**src/rtl/instruction_sequencer.sv**
```systemverilog
// Instruction producer: loadable program memory, PC, valid/ready issue,
// branch resolution from the datapath's taken flag, and halt at an end address.
module instruction_sequencer #(
   parameter int AW = 4
) (
   input  logic          clk,
   input  logic          reset,
   input  logic          load_en,
   input  logic [AW-1:0] load_addr,
   input  logic [7:0]    load_data,
   input  logic [AW-1:0] end_addr,
   input  logic          start,
   input  logic          instr_ready,
   input  logic          branch_taken,
   output logic [7:0]    instruction,
   output logic          instr_valid,
   output logic [AW-1:0] pc,
   output logic          busy,
   output logic          halted
);

   typedef enum logic [2:0] {IDLE, FETCH, ISSUE, RESOLVE, HALT} state_t;

   state_t        state, state_nxt;
   logic [AW-1:0] pc_nxt;
   logic [AW-1:0] end_r, end_nxt;
   logic [7:0]    mem [2**AW];
   logic          idle_like;
   logic          is_branch;

   // pc + 1 + sign-extended 2-bit offset, wrapping naturally at AW bits
   function automatic logic [AW-1:0] branch_target(input logic [AW-1:0] p,
                                                   input logic [1:0]    off);
      return p + AW'(1) + {{(AW-2){off[1]}}, off};
   endfunction

   assign idle_like = (state == IDLE) || (state == HALT);
   assign is_branch = (instruction[7:6] == 2'b11);

   always_ff @(posedge clk) begin
      if (load_en && idle_like)
         mem[load_addr] <= load_data;
   end

   always_comb begin
      state_nxt = state;
      pc_nxt    = pc;
      end_nxt   = end_r;
      case (state)
         IDLE, HALT: begin
            if (start) begin
               pc_nxt    = '0;
               end_nxt   = end_addr;
               state_nxt = FETCH;
            end
         end
         FETCH: state_nxt = ISSUE;
         ISSUE: begin
            if (instr_ready) begin
               if (is_branch) begin
                  state_nxt = RESOLVE;
               end else if (pc == end_r) begin
                  state_nxt = HALT;
               end else begin
                  pc_nxt    = pc + AW'(1);
                  state_nxt = FETCH;
               end
            end
         end
         RESOLVE: begin
            // A taken branch continues even from the end address
            if (branch_taken) begin
               pc_nxt    = branch_target(pc, instruction[1:0]);
               state_nxt = FETCH;
            end else if (pc == end_r) begin
               state_nxt = HALT;
            end else begin
               pc_nxt    = pc + AW'(1);
               state_nxt = FETCH;
            end
         end
         default: state_nxt = IDLE;
      endcase
   end

   always_ff @(posedge clk) begin
      if (reset) begin
         state       <= IDLE;
         pc          <= '0;
         end_r       <= '0;
         instruction <= 8'h00;
      end else begin
         state <= state_nxt;
         pc    <= pc_nxt;
         end_r <= end_nxt;
         if (state == FETCH)
            instruction <= mem[pc];
      end
   end

   assign instr_valid = (state == ISSUE);
   assign busy        = (state == FETCH) || (state == ISSUE) || (state == RESOLVE);
   assign halted      = (state == HALT);

endmodule

```
**config.mk**
```make
export PLATFORM = sky130hd
export DESIGN_NAME = instruction_sequencer
export DESIGN_NICKNAME = d
export VERILOG_FILES = /design/src/rtl/instruction_sequencer.sv
export SDC_FILE = /design/constraint.sdc
export NUM_CORES = 1
export LEC_CHECK = 0
export BUFFER_PORTS_ARGS = -buffer_cell sky130_fd_sc_hd__clkbuf_2
export CAP_MARGIN = 20
export CORE_ASPECT_RATIO = 1.2
export CORE_MARGIN = 2
export CORE_UTILIZATION = 24
export CTS_CLUSTER_DIAMETER = 30
export CTS_CLUSTER_SIZE = 24
export DETAILED_ROUTE_END_ITERATION = 10
export GPL_ROUTABILITY_DRIVEN = 1
export GPL_TIMING_DRIVEN = 0
export PLACE_DENSITY = 0.36
export SETUP_SLACK_MARGIN = 0.05
export SYNTH_ARGS = -nofsm -noshare
export SYNTH_HDL_FRONTEND = slang
export SYNTH_SLANG_ARGS = --single-unit
```
**constraint.sdc**
```tcl
create_clock -name clk -period 3.4 [get_ports clk]
set_clock_uncertainty 0.05 [all_clocks]
set_input_delay 0.68 -clock clk [delete_from_list [all_inputs] [get_ports clk]]
set_output_delay 0.68 -clock clk [all_outputs]
set_load 0.01 [all_outputs]
```
## After elaboration in Yosys (flattened, before gate mapping)

Memory sizes are Yosys's and may differ from the RTL's. A register that Yosys moved wholly into a read port is not among the register bits.
Index checks and enable logic that the tools add are counted.

| operators by class | value |
|---|---|
| shift operators | 0 |
| muxes and demuxes | 14 |
| eq/ne operators | 9 |
| add/subtract/negate cells | 2 |
| divide/modulo/power cells | 0 |
| $mul | 0 |
| reduce and logical (&&, ||, !) cells | 10 |
| $lt $le $gt $ge | 0 |
| bitwise gates (word level) | 0 |

Operator list:

| kind | count |
|---|---|
| 4-bit two-way mux | 5 |
| 3-bit two-way mux | 5 |
| 3-bit case mux with 4 select lines | 1 |
| 4-bit case mux with 3 select lines | 1 |
| 3-bit by 2-bit == test with 1-bit output (second input constant) | 2 |
| 2-bit inequality test (second input constant) | 3 |
| 4-bit by 1-bit adder with 4-bit output (second input constant) | 1 |
| 4-bit adder | 1 |
| 4-bit == test | 1 |
| 2-bit AND reduction | 2 |
| 4-bit AND reduction | 1 |
| 3-bit by 1-bit == test with 1-bit output (second input constant) | 1 |
| 3-bit == test (second input constant) | 1 |
| 3-bit zero test | 1 |
| 1-bit logical OR | 3 |
| 3-bit nonzero test | 1 |
| 2-bit == test (second input constant) | 1 |
| 1-bit two-way mux | 2 |
| 2-bit OR reduction | 1 |
| 1-bit logical AND | 1 |

| storage, ports and cells | value |
|---|---|
| output and inout port bits | 15 |
| bits in writable memories | 128 |
| register bits | 11 |
| ROM bits | 0 |
| input bits | 22 |
| bits in latches | 0 |
| memories | 1 |
| logic and storage cells | 39 |

Memories:

| name | words | bits a word | read ports | clocked after memory_dff | wr ports | RTL line | source |
|---|---|---|---|---|---|---|---|
| mem | 16 | 8 | 1 | 1 | 1 | 27 | `logic [7:0] mem [2**AW];` |

## Longest topological paths before layout

Gate-level depths: netlist of run 1.

| logic depth | value |
|---|---|
| word-level depth | 5 |
| gate-level depth with buffers | 9 |

## Worst setup path before layout of run 1

OpenSTA, ideal clock, no wires.

| path | value |
|---|---|
| path kind | flip-flop to flip-flop |
| start point | register state[1] |
| end point | memory mem[0][0] (enable) |
| setup time | 0.383 ns |
| arrival time | 1.804 ns |
| stages on the path, launching flop included | 6 |
| period minus slack after synthesis | 2.237 ns |
| setup slack | 1.163 ns |
| cell sequence | dfxtp_1 > nor2_1 > clkbuf_1 > nand2_1 > or3_1 > nor3_1 |

| on the way | value |
|---|---|
| word-level cells in the longest chain between the ends | 5 |
| elaborated cells on any way between the ends | 6 |
| those cells by class | 1 x eq/ne; 2 x mux; 3 x reduce/logical |

RTL lines:

| element | RTL line | source |
|---|---|---|
| start, declared | 24 | `state_t state, state_nxt;` |
| start signal, assigned | 93 | `state <= state_nxt;` |
| 3-bit == test or 3-bit zero test (tied branches) | 37 | `assign idle_like = (state == IDLE) \|\| (state == HALT);` |
| 1-bit logical OR (*) | 37 |  |
| 1-bit logical AND (*) | 41 | `if (load_en && idle_like)` |
| 1-bit two-way mux (*) | 41 |  |
| 1-bit two-way mux (implied by the code) (*) | 42 | `mem[load_addr] <= load_data;` |
| end, declared | 27 |  |

Every way passes the cells marked *; elsewhere a longest branch is shown, timed or not.

## Worst setup path in the final report of run 1

| path | value |
|---|---|
| start point | register state[1] |
| end point | memory mem[3][2] (enable) |

Same word-level chain as after synthesis.

==> results.py, run 1 <==
metrics = {
    "run_status": {
        "status": "finished, final reports clean",
    },
    "yosys": {
        "synthesis.nets": 380,
        "synth_seq_cells": 147,
        "synth_flop_cell": "edfxtp_1",
        "syn_area_per_cell_um2": 17.1,
        "synthTopCellsByArea": "edfxtp_1 64%, mux4_2 12%, dfxtp_1 6.3%",
        "synth_common_cells": "128 x edfxtp_1, 32 x mux4_2, 29 x a21oi_1, 29 x nor2_1, 19 x dfxtp_1",
        "ys_types": 45,
        "synth_edf_count": 128,
        "synth_cells": 353,
        "synth_warnings": 0,
        "synth.top_cell.area_share": 0.636,
        "yosysSeqAreaShare": 0.699,
        "syn_area_um2": 6040,
        "yosysMostFrequentCell": "edfxtp_1",
        "async_flop_share": 0,
        "synth_top_area_cell": "edfxtp_1",
    },
    "timing": {
        "report.final.slew_viol_count": 0,
        "fmax_ghz": 0.362,
        "tns_ps": 0,
        "rsz0062_at_grt": "false",
        "holdWs_ps": 434,
        "tightest_slew_ps": 1000,
        "period_share": 0.814,
        "setup_slack_ps": 634,
        "hold_viol_final": 0,
        "setup_viol": 0,
        "max_slew_margin": 0.328,
        "period_needed_ps": 2770,
    },
    "place": {
        "numPlacedInstances": 715,
        "pre_cts_slack_ps": 628,
        "place_area_um2": 6650,
        "portBuffers": 36,
        "hpwl_um": 10100,
        "gp_congestion": 0.747,
    },
    "grt": {
        "grt_util_all_layers": 0.119,
        "antenna_found_initial": 0,
        "grt_pass1_vias": 3484,
        "overflow": 0,
        "grt_max_degree": 17,
        "grt_pass1_wl_um": 22300,
    },
    "setup_path": {
        "crit_type": "flip-flop to flip-flop",
        "worstSetupEndpointType": "flip-flop",
        "critPathLaunchType": "flip-flop",
        "rrSetupSlack_ps": 630,
        "critical_path.max_fanout": 10,
        "r2r_cells": 5,
        "timing.rr.end": "mem[3][2]",
        "critPathArrivalTime_ps": 2850,
        "critPathRequiredTime_ps": 3480,
        "r2r_start": "state[1]",
    },
    "floorplanning": {
        "die_w_um": 149,
        "io_pins": 37,
        "initial_core_util": 0.244,
        "rows": 63,
        "die_area_um2": 26500,
        "core-area_um2": 24800,
        "die_y_um": 178,
    },
    "drt": {
        "vias": 3292,
        "ant_nets": 0,
        "wl_per_cell_um": 20.0,
        "wl_um": 14900,
        "vias_per_cell": 4.41,
        "drc": 0,
        "first_pass_iters": 4,
        "drt_iter0_drc": 243,
    },
    "layout": {
        "utilization": 0.294,
        "areaGrowthSynthToFinish_pct": 20.4,
        "antenna_cells": 0,
        "fin_cells": 747,
        "fin_nets": 436,
        "drive_above_1_share": 0.282,
        "final_area_um2": 7270,
    },
    "pwr": {
        "ir_drop_v": 0.000283,
        "power_mw": 4.56,
        "p_per_area_nw_per_um2": 626,
        "power_leakage_nw": 2.36,
    },
    "clock_tree": {
        "clockRootBuffer": "clkbuf_16",
        "htree_num_levels": 4,
        "cts_num_sinks": 147,
        "insertion_delay_ps": 420,
        "clkTransAtPathRegs_ps": 70,
        "cts_buffer_depth": 2,
        "ctsHoldBuffers": 0,
        "cts_tree": "done",
        "numCtsBuffers": 17,
        "cts_repair_resize_count": 0,
        "post_cts_buffers": 0,
    },
    "hold_path": {
        "worstHoldEndpoint": "end_r[2]",
        "min_from": "end_addr[2]",
        "worstHoldPathType": "input port to flip-flop",
        "hold_depth": 3,
    },
    "job": {
        "cap_violations": 0,
    },
}
[cells by family after synthesis]
| kind of cell | Yosys count | synth area share |
|---|---|---|
| flip-flops | 147 | 0.699 |
| buffers and inverters | 22 | 0.0195 |
| multiplexers | 35 | 0.124 |
| XOR/XNOR | 10 | 0.0213 |
| adder cells (fa/ha/maj) | 5 | 0.0116 |
| AND/OR/NAND/NOR | 75 | 0.0617 |
| AO/OA/AOI/OAI | 59 | 0.0627 |
[layer usage]
metal	GRT usage	wire, um
met1	0.160	6930
met2	0.190	7170
met3	0.0254	497
met4	0.0452	308
met5	0	0
[how the worst max path moves through the flow]
stage,from,endpoint,slack (ps)
2_1_floorplan,state[1],mem[0][0],1160
3_3_place_gp,state[1],mem[0][2],220
6_report,state[1],mem[3][2],630
3_5_place_dp,state[1],mem[12][3],630
5_1_grt,state[1],mem[3][7],480
4_1_cts,state[1],mem[12][5],610
[power by group]
group / leakage [nW] / internal [mW] / switching, mW / total, mW
logic: 0.749 / 0.199 / 0.332 / 0.531
clock network: 0.303 / 1.18 / 0.793 / 1.97
registers: 1.31 / 2.01 / 0.0384 / 2.05
[area by class of cell]
type / instances / area [um^2]
repair buffers: 37 / 188
clock inverters: 15 / 195
inverters: 3 / 11.3
well taps: 325 / 407
clock buffers: 17 / 425
fillers: 2488 / 17500
plain buffers: 19 / 106
flip-flops and latches: 147 / 4220
multi-input cells: 184 / 1720
[critical path, cell delays in order, from the launching register on]
cell and delay (ps):
dfxtp_1 360, nor2_1 130, clkbuf_1 500, nand4_1 310, nor3_1 830, buf_4 290
[state kept, by name (all words and copies together) (netlist names)]
signal / count
state: 3
end_r: 4
instruction: 8
pc: 4
mem: 128
[layout by cell type (no fill, tap or decap), types with 4 or more instances in the layout]
master and count:
nor2_1 29, a22oi_1 16, ha_1 4, clkbuf_1 8, inv_6 5, mux4_2 32, buf_1 4, clkbuf_16 17
edfxtp_1 128, nand2_1 12, clkbuf_2 37, dfxtp_1 19, a21oi_1 29, buf_4 4, nand2b_1 4, nand3_1 8
(Power assumes the default switching activity.)
==> run 2: changes to the inputs <==
- PLACE_DENSITY: 0.36 -> 0.38
- clock period: 3.4 -> 2.5 ns (I/O delays scaled with it)
==> run 2 against run 1 <==
Global-route usage decreased by 0.15 points; largest power group unchanged; critical path type unchanged; clock-buffer cell count unchanged; sequential cell count unchanged; design area decreased by 0.12%.
==> results.py, run 2 (same netlist as run 1, synthesis figures left out) <==
metrics = {
    "setup_path": {
        "critPathArrivalTime_ps": 2300,
        "worstSetupEndpointType": "flip-flop",
        "crit_type": "flip-flop to flip-flop",
        "critical_path.max_fanout": 10,
        "critPathRequiredTime_ps": 2500,
        "critPathLaunchType": "flip-flop",
    },
    "job": {
        "cap_violations": 0,
    },
    "pwr": {
        "power_leakage_nw": 2.35,
        "power.switching_mw": 1.56,
        "power.internal_mw": 4.41,
        "pwr-share-seq": 0.467,
        "p_per_area_nw_per_um2": 823,
        "clkPwrFrac": 0.411,
        "netSwitchingFraction": 0.262,
        "p_comb_frac": 0.122,
        "ir_drop_v": 0.000372,
    },
    "layout": {
        "antenna_cells": 0,
        "top_regs": "mem x128, instruction x8",
        "most-common-layout-cells": "128 x edfxtp_1, 41 x clkbuf_2, 32 x mux4_2",
        "final_area_um2": 7260,
        "drive_above_1_share": 0.302,
        "largest_reg_flops": 128,
        "n_fill_cell": 2514,
        "regMostFlops": "mem",
        "areaGrowthSynthToFinish_pct": 20.2,
        "fin_cells": 746,
        "layout_commonest_cell": "edfxtp_1",
        "fin_nets": 436,
    },
    "drt": {
        "vias_per_cell": 4.38,
        "vias": 3268,
        "first_pass_iters": 4,
        "wl_um": 14700,
        "ant_nets": 0,
        "drt_iter0_drc": 180,
        "wl_per_cell_um": 19.7,
        "drc": 0,
    },
    "place": {
        "portBuffers": 36,
        "hpwl_um": 10000,
        "place_area_um2": 6650,
        "gp_congestion": 0.756,
        "numPlacedInstances": 715,
    },
    "clock_tree": {
        "cts_buffer_depth": 2,
        "numCtsBuffers": 17,
        "cts_num_sinks": 147,
        "clockRootBuffer": "clkbuf_16",
        "post_cts_buffers": 0,
        "clkTransAtPathRegs_ps": 60,
        "cts_tree": "done",
        "htree_num_levels": 4,
        "insertion_delay_ps": 420,
    },
    "floorplanning": {
        "initial_core_util": 0.244,
        "die_area_um2": 26500,
        "die_y_um": 178,
        "io_pins": 37,
        "die_w_um": 149,
        "rows": 63,
        "core-area_um2": 24800,
    },
    "timing": {
        "setup_viol": 0,
        "rsz0062_at_grt": "true",
        "period_needed_ps": 2300,
        "tightest_slew_ps": 831,
        "fmax_ghz": 0.435,
        "tns_ps": 0,
        "period_share": 0.919,
        "report.final.slew_viol_count": 0,
        "hold_viol_final": 0,
        "max_slew_margin": 0.444,
    },
    "hold_path": {
        "worstHoldPathType": "input port to flip-flop",
    },
    "grt": {
        "grt_pass1_wl_um": 22000,
        "antenna_found_initial": 0,
        "grt_pass1_vias": 3454,
        "grt_max_degree": 17,
        "overflow": 0,
        "grt_util_all_layers": 0.118,
    },
    "run_status": {
        "status": "finished, final reports clean",
    },
}
-- run 2: cell types whose count changed in the layout (fill, tap and decap cells not counted), moves of 2 or more --
cell	delta
nor2_1	-3
bufinv_16	-2
clkbuf_1	-4
buf_4	-2
clkbuf_2	+4
nor2_2	+2
-- run 2: worst max-delay path, stage by stage, from the launching register on --
cell and delay, ps:
dfxtp_1 340, nor2_1 140, clkbuf_2 310, nand2_1 130
or3_1 480, nor3_4 470
-- run 2: final timing paths --
path                    start        end  slack, ps  cells past startpoint
setup / recovery     state[0]  mem[0][3]        200                      5
hold / removal    end_addr[0]   end_r[0]        280                      3
setup reg to reg     state[0]  mem[0][3]        200                      5
hold reg to reg      end_r[1]   end_r[1]        440                      2
-- run 2: what timing repair did --
action,CTS,global route
hold buffers,0,0
endpoints found under the setup margin,131,12
gates resized for setup,10,6
hold endpoints to repair,0,0
-- run 2: final cells by class --
cell class / instances / area [um^2] / area share
flip-flops and latches: 147 / 4230 / 0.582
multi-input cells: 184 / 1740 / 0.240
clock buffers: 17 / 425 / 0.0586
well taps: 325 / 407 / 0.0560
repair buffers: 37 / 185 / 0.0255
clock inverters: 14 / 143 / 0.0196
plain buffers: 19 / 128 / 0.0176
inverters: 3 / 11.3 / 0.00155
-- run 2: metrics by stage --
stage | power, mW | hold slack [ps] | utilization | setup WS [ps]
6_report | 5.98 | 275 | 0.293 | 202
5_1_grt | 6.24 | 267 | 0.293 | 43.6
4_1_cts | 6.05 | 259 | 0.293 | 54.3
3_5_place_dp | 3.58 | 434 | 0.269 | -288
3_3_place_gp | 3.57 | 436 | 0.268 | -692
2_1_floorplan | 3.29 | 419 | - | 263
-- run 2: power groups by stage --
stage	Sequential, mW	Combinational, mW	Clock [mW]
after floorplan	2.84	0.449	0
after global placement	2.84	0.723	0
after detailed placement	2.84	0.732	0
after CTS	2.79	0.741	2.52
after global routing	2.80	0.804	2.64
final	2.79	0.729	2.46
-- run 2: metal layers --
metal	track usage	vias up	wire, um
met4	0.0393	0	178
met5	0	-	0
met3	0.0265	11	560
met2	0.193	81	7290
met1	0.155	1657	6640
li1	-	1519	-
==> run 3: changes to the inputs <==
==> constraint.sdc (replaced) <==
create_clock -name clk -period 2.1 [get_ports clk]
set_clock_uncertainty 0.05 [all_clocks]
set_input_delay 0.42 -clock clk [delete_from_list [all_inputs] [get_ports clk]]
set_output_delay 0.42 -clock clk [all_outputs]
set_load 0.02 [all_outputs]
==> run 3 against run 2 <==
Utilization up 1.7 points; clock power up 16%; sequential cell count unchanged; first-iteration DRC count up 2.2%; critical path type unchanged; largest power group unchanged.
==> results.py, run 3 (same netlist as run 1, synthesis figures left out) <==
metrics = {
    "run_status": {
        "status": "finished, final reports clean",
    },
    "timing": {
        "fmax_ghz": 0.495,
        "setup_slack_ps": 80.3,
        "tns_ps": 0,
        "setup_viol": 0,
        "holdWs_ps": 186,
        "tightest_slew_ps": 615,
        "period_needed_ps": 2020,
        "period_share": 0.962,
        "max_slew_margin": 0.590,
        "hold_viol_final": 0,
        "report.final.slew_viol_count": 0,
        "rsz0062_at_grt": "true",
    },
    "clock_tree": {
        "cts_buffer_depth": 2,
        "insertion_delay_ps": 420,
        "clockRootBuffer": "clkbuf_16",
        "htree_num_levels": 4,
        "cts_num_sinks": 147,
        "numCtsBuffers": 17,
        "cts_tree": "done",
        "clkTransAtPathRegs_ps": 60,
    },
    "layout": {
        "n_fill_cell": 2489,
        "largest_reg_flops": 128,
        "drive_above_1_share": 0.410,
        "layout_commonest_cell": "edfxtp_1",
        "top_regs": "mem x128, instruction x8",
        "most-common-layout-cells": "128 x edfxtp_1, 39 x clkbuf_2, 32 x mux4_2",
        "fin_nets": 451,
        "regMostFlops": "mem",
        "areaGrowthSynthToFinish_pct": 27.3,
        "utilization": 0.311,
        "final_area_um2": 7700,
        "fin_cells": 762,
        "antenna_cells": 0,
    },
    "setup_path": {
        "critPathRequiredTime_ps": 2370,
        "cpLargestDelayFamily": "adder cells",
        "critPathLaunchType": "flip-flop",
        "critPathBufInv": 3,
        "crit_type": "flip-flop to flip-flop",
        "rrSetupSlack_ps": 80,
        "crit_top_cell": "buf_12",
        "cp_slowest_stage_delay_ps": 490,
        "timing.rr.end": "pc[1]",
        "critPathArrivalTime_ps": 2290,
        "worstSetupEndpointType": "flip-flop",
        "critical_path.max_fanout": 5,
        "r2r_cells": 9,
        "r2r_start": "pc[0]",
        "slowest_stage": "fa_1",
        "path_cells": "buf_12 -> buf_12 -> inv_8 -> ha_4 -> fa_1 -> nand4_1 -> a21oi_1 -> nor2_1 -> a311oi_1",
    },
    "drt": {
        "wl_met2_um": 7390,
        "wl_um": 15100,
        "drt_iter0_drc": 184,
        "wl_met3_um": 733,
        "first_pass_iters": 4,
        "ant_nets": 0,
        "vias_per_cell": 4.46,
        "met1_length_um": 6700,
        "highest_layer": "met4",
        "vias": 3398,
        "wl_per_cell_um": 19.9,
        "drc": 0,
    },
    "floorplanning": {
        "rows": 63,
        "initial_core_util": 0.244,
        "core-area_um2": 24800,
        "io_pins": 37,
        "die_w_um": 149,
        "die_y_um": 178,
        "die_area_um2": 26500,
    },
    "hold_path": {
        "worstHoldPathType": "input port to flip-flop",
        "worstHoldEndpoint": "end_r[0]",
        "hold_depth": 3,
        "min_from": "end_addr[0]",
    },
    "place": {
        "pre_cts_slack_ps": -759,
        "place_area_um2": 6660,
        "hpwl_um": 10200,
        "numPlacedInstances": 717,
        "portBuffers": 36,
        "gp_congestion": 0.754,
    },
    "grt": {
        "overflow": 0,
        "grt_max_degree": 17,
        "grt_pass1_vias": 3625,
        "grt_util_all_layers": 0.121,
        "grt_pass1_wl_um": 22500,
        "antenna_found_initial": 0,
    },
    "pwr": {
        "ir_drop_v": 0.000466,
        "power_mw": 7.22,
        "power_leakage_nw": 2.48,
        "p_per_area_nw_per_um2": 938,
    },
    "job": {
        "cap_violations": 0,
    },
}
run 3: metal layers:
metal	up-vias	global-route usage
li1	1556	-
met1	1717	0.152
met2	104	0.197
met3	21	0.0342
met4	0	0.0512
met5	-	0
run 3: how the worst max path moves through the flow:
stage / from / to / cells after the start
floorplan: pc[0] / pc[1] / 9
global placement: state[1] / mem[3][2] / 4
detailed placement: state[1] / mem[12][4] / 5
CTS: pc[0] / instruction[6] / 8
global route: pc[0] / pc[1] / 9
finish: pc[0] / pc[1] / 9
run 3: layout make-up:
type | count | area (um^2) | share of cell area
sequential | 147 | 4230 | 0.549
clock buffer | 18 | 429 | 0.0558
tap | 325 | 407 | 0.0528
buffer | 19 | 186 | 0.0242
inverter | 3 | 18.8 | 0.00244
timing repair buffer | 52 | 338 | 0.0439
clock inverter | 14 | 129 | 0.0167
multi-input combinational | 184 | 1960 | 0.255
run 3: power breakdown:
group,switching (mW),internal (mW),total [mW]
logic,0.631,0.401,1.03
clock network,1.22,1.64,2.86
registers,0.0645,3.26,3.33
run 3: worst min-delay path: cells and delay by family:
family	cells	cell delay [ps]
AOI/OAI and AO/OA	1	50
buffers and inverters	1	80
and+or+nand+nor	1	50
run 3: timing repair:
action,in CTS,in global routing
cloned,0,0
gates resized for setup,55,32
setup endpoints to repair,141,55
hold buffers,0,0
pin swaps,7,6
setup buffers,11,2
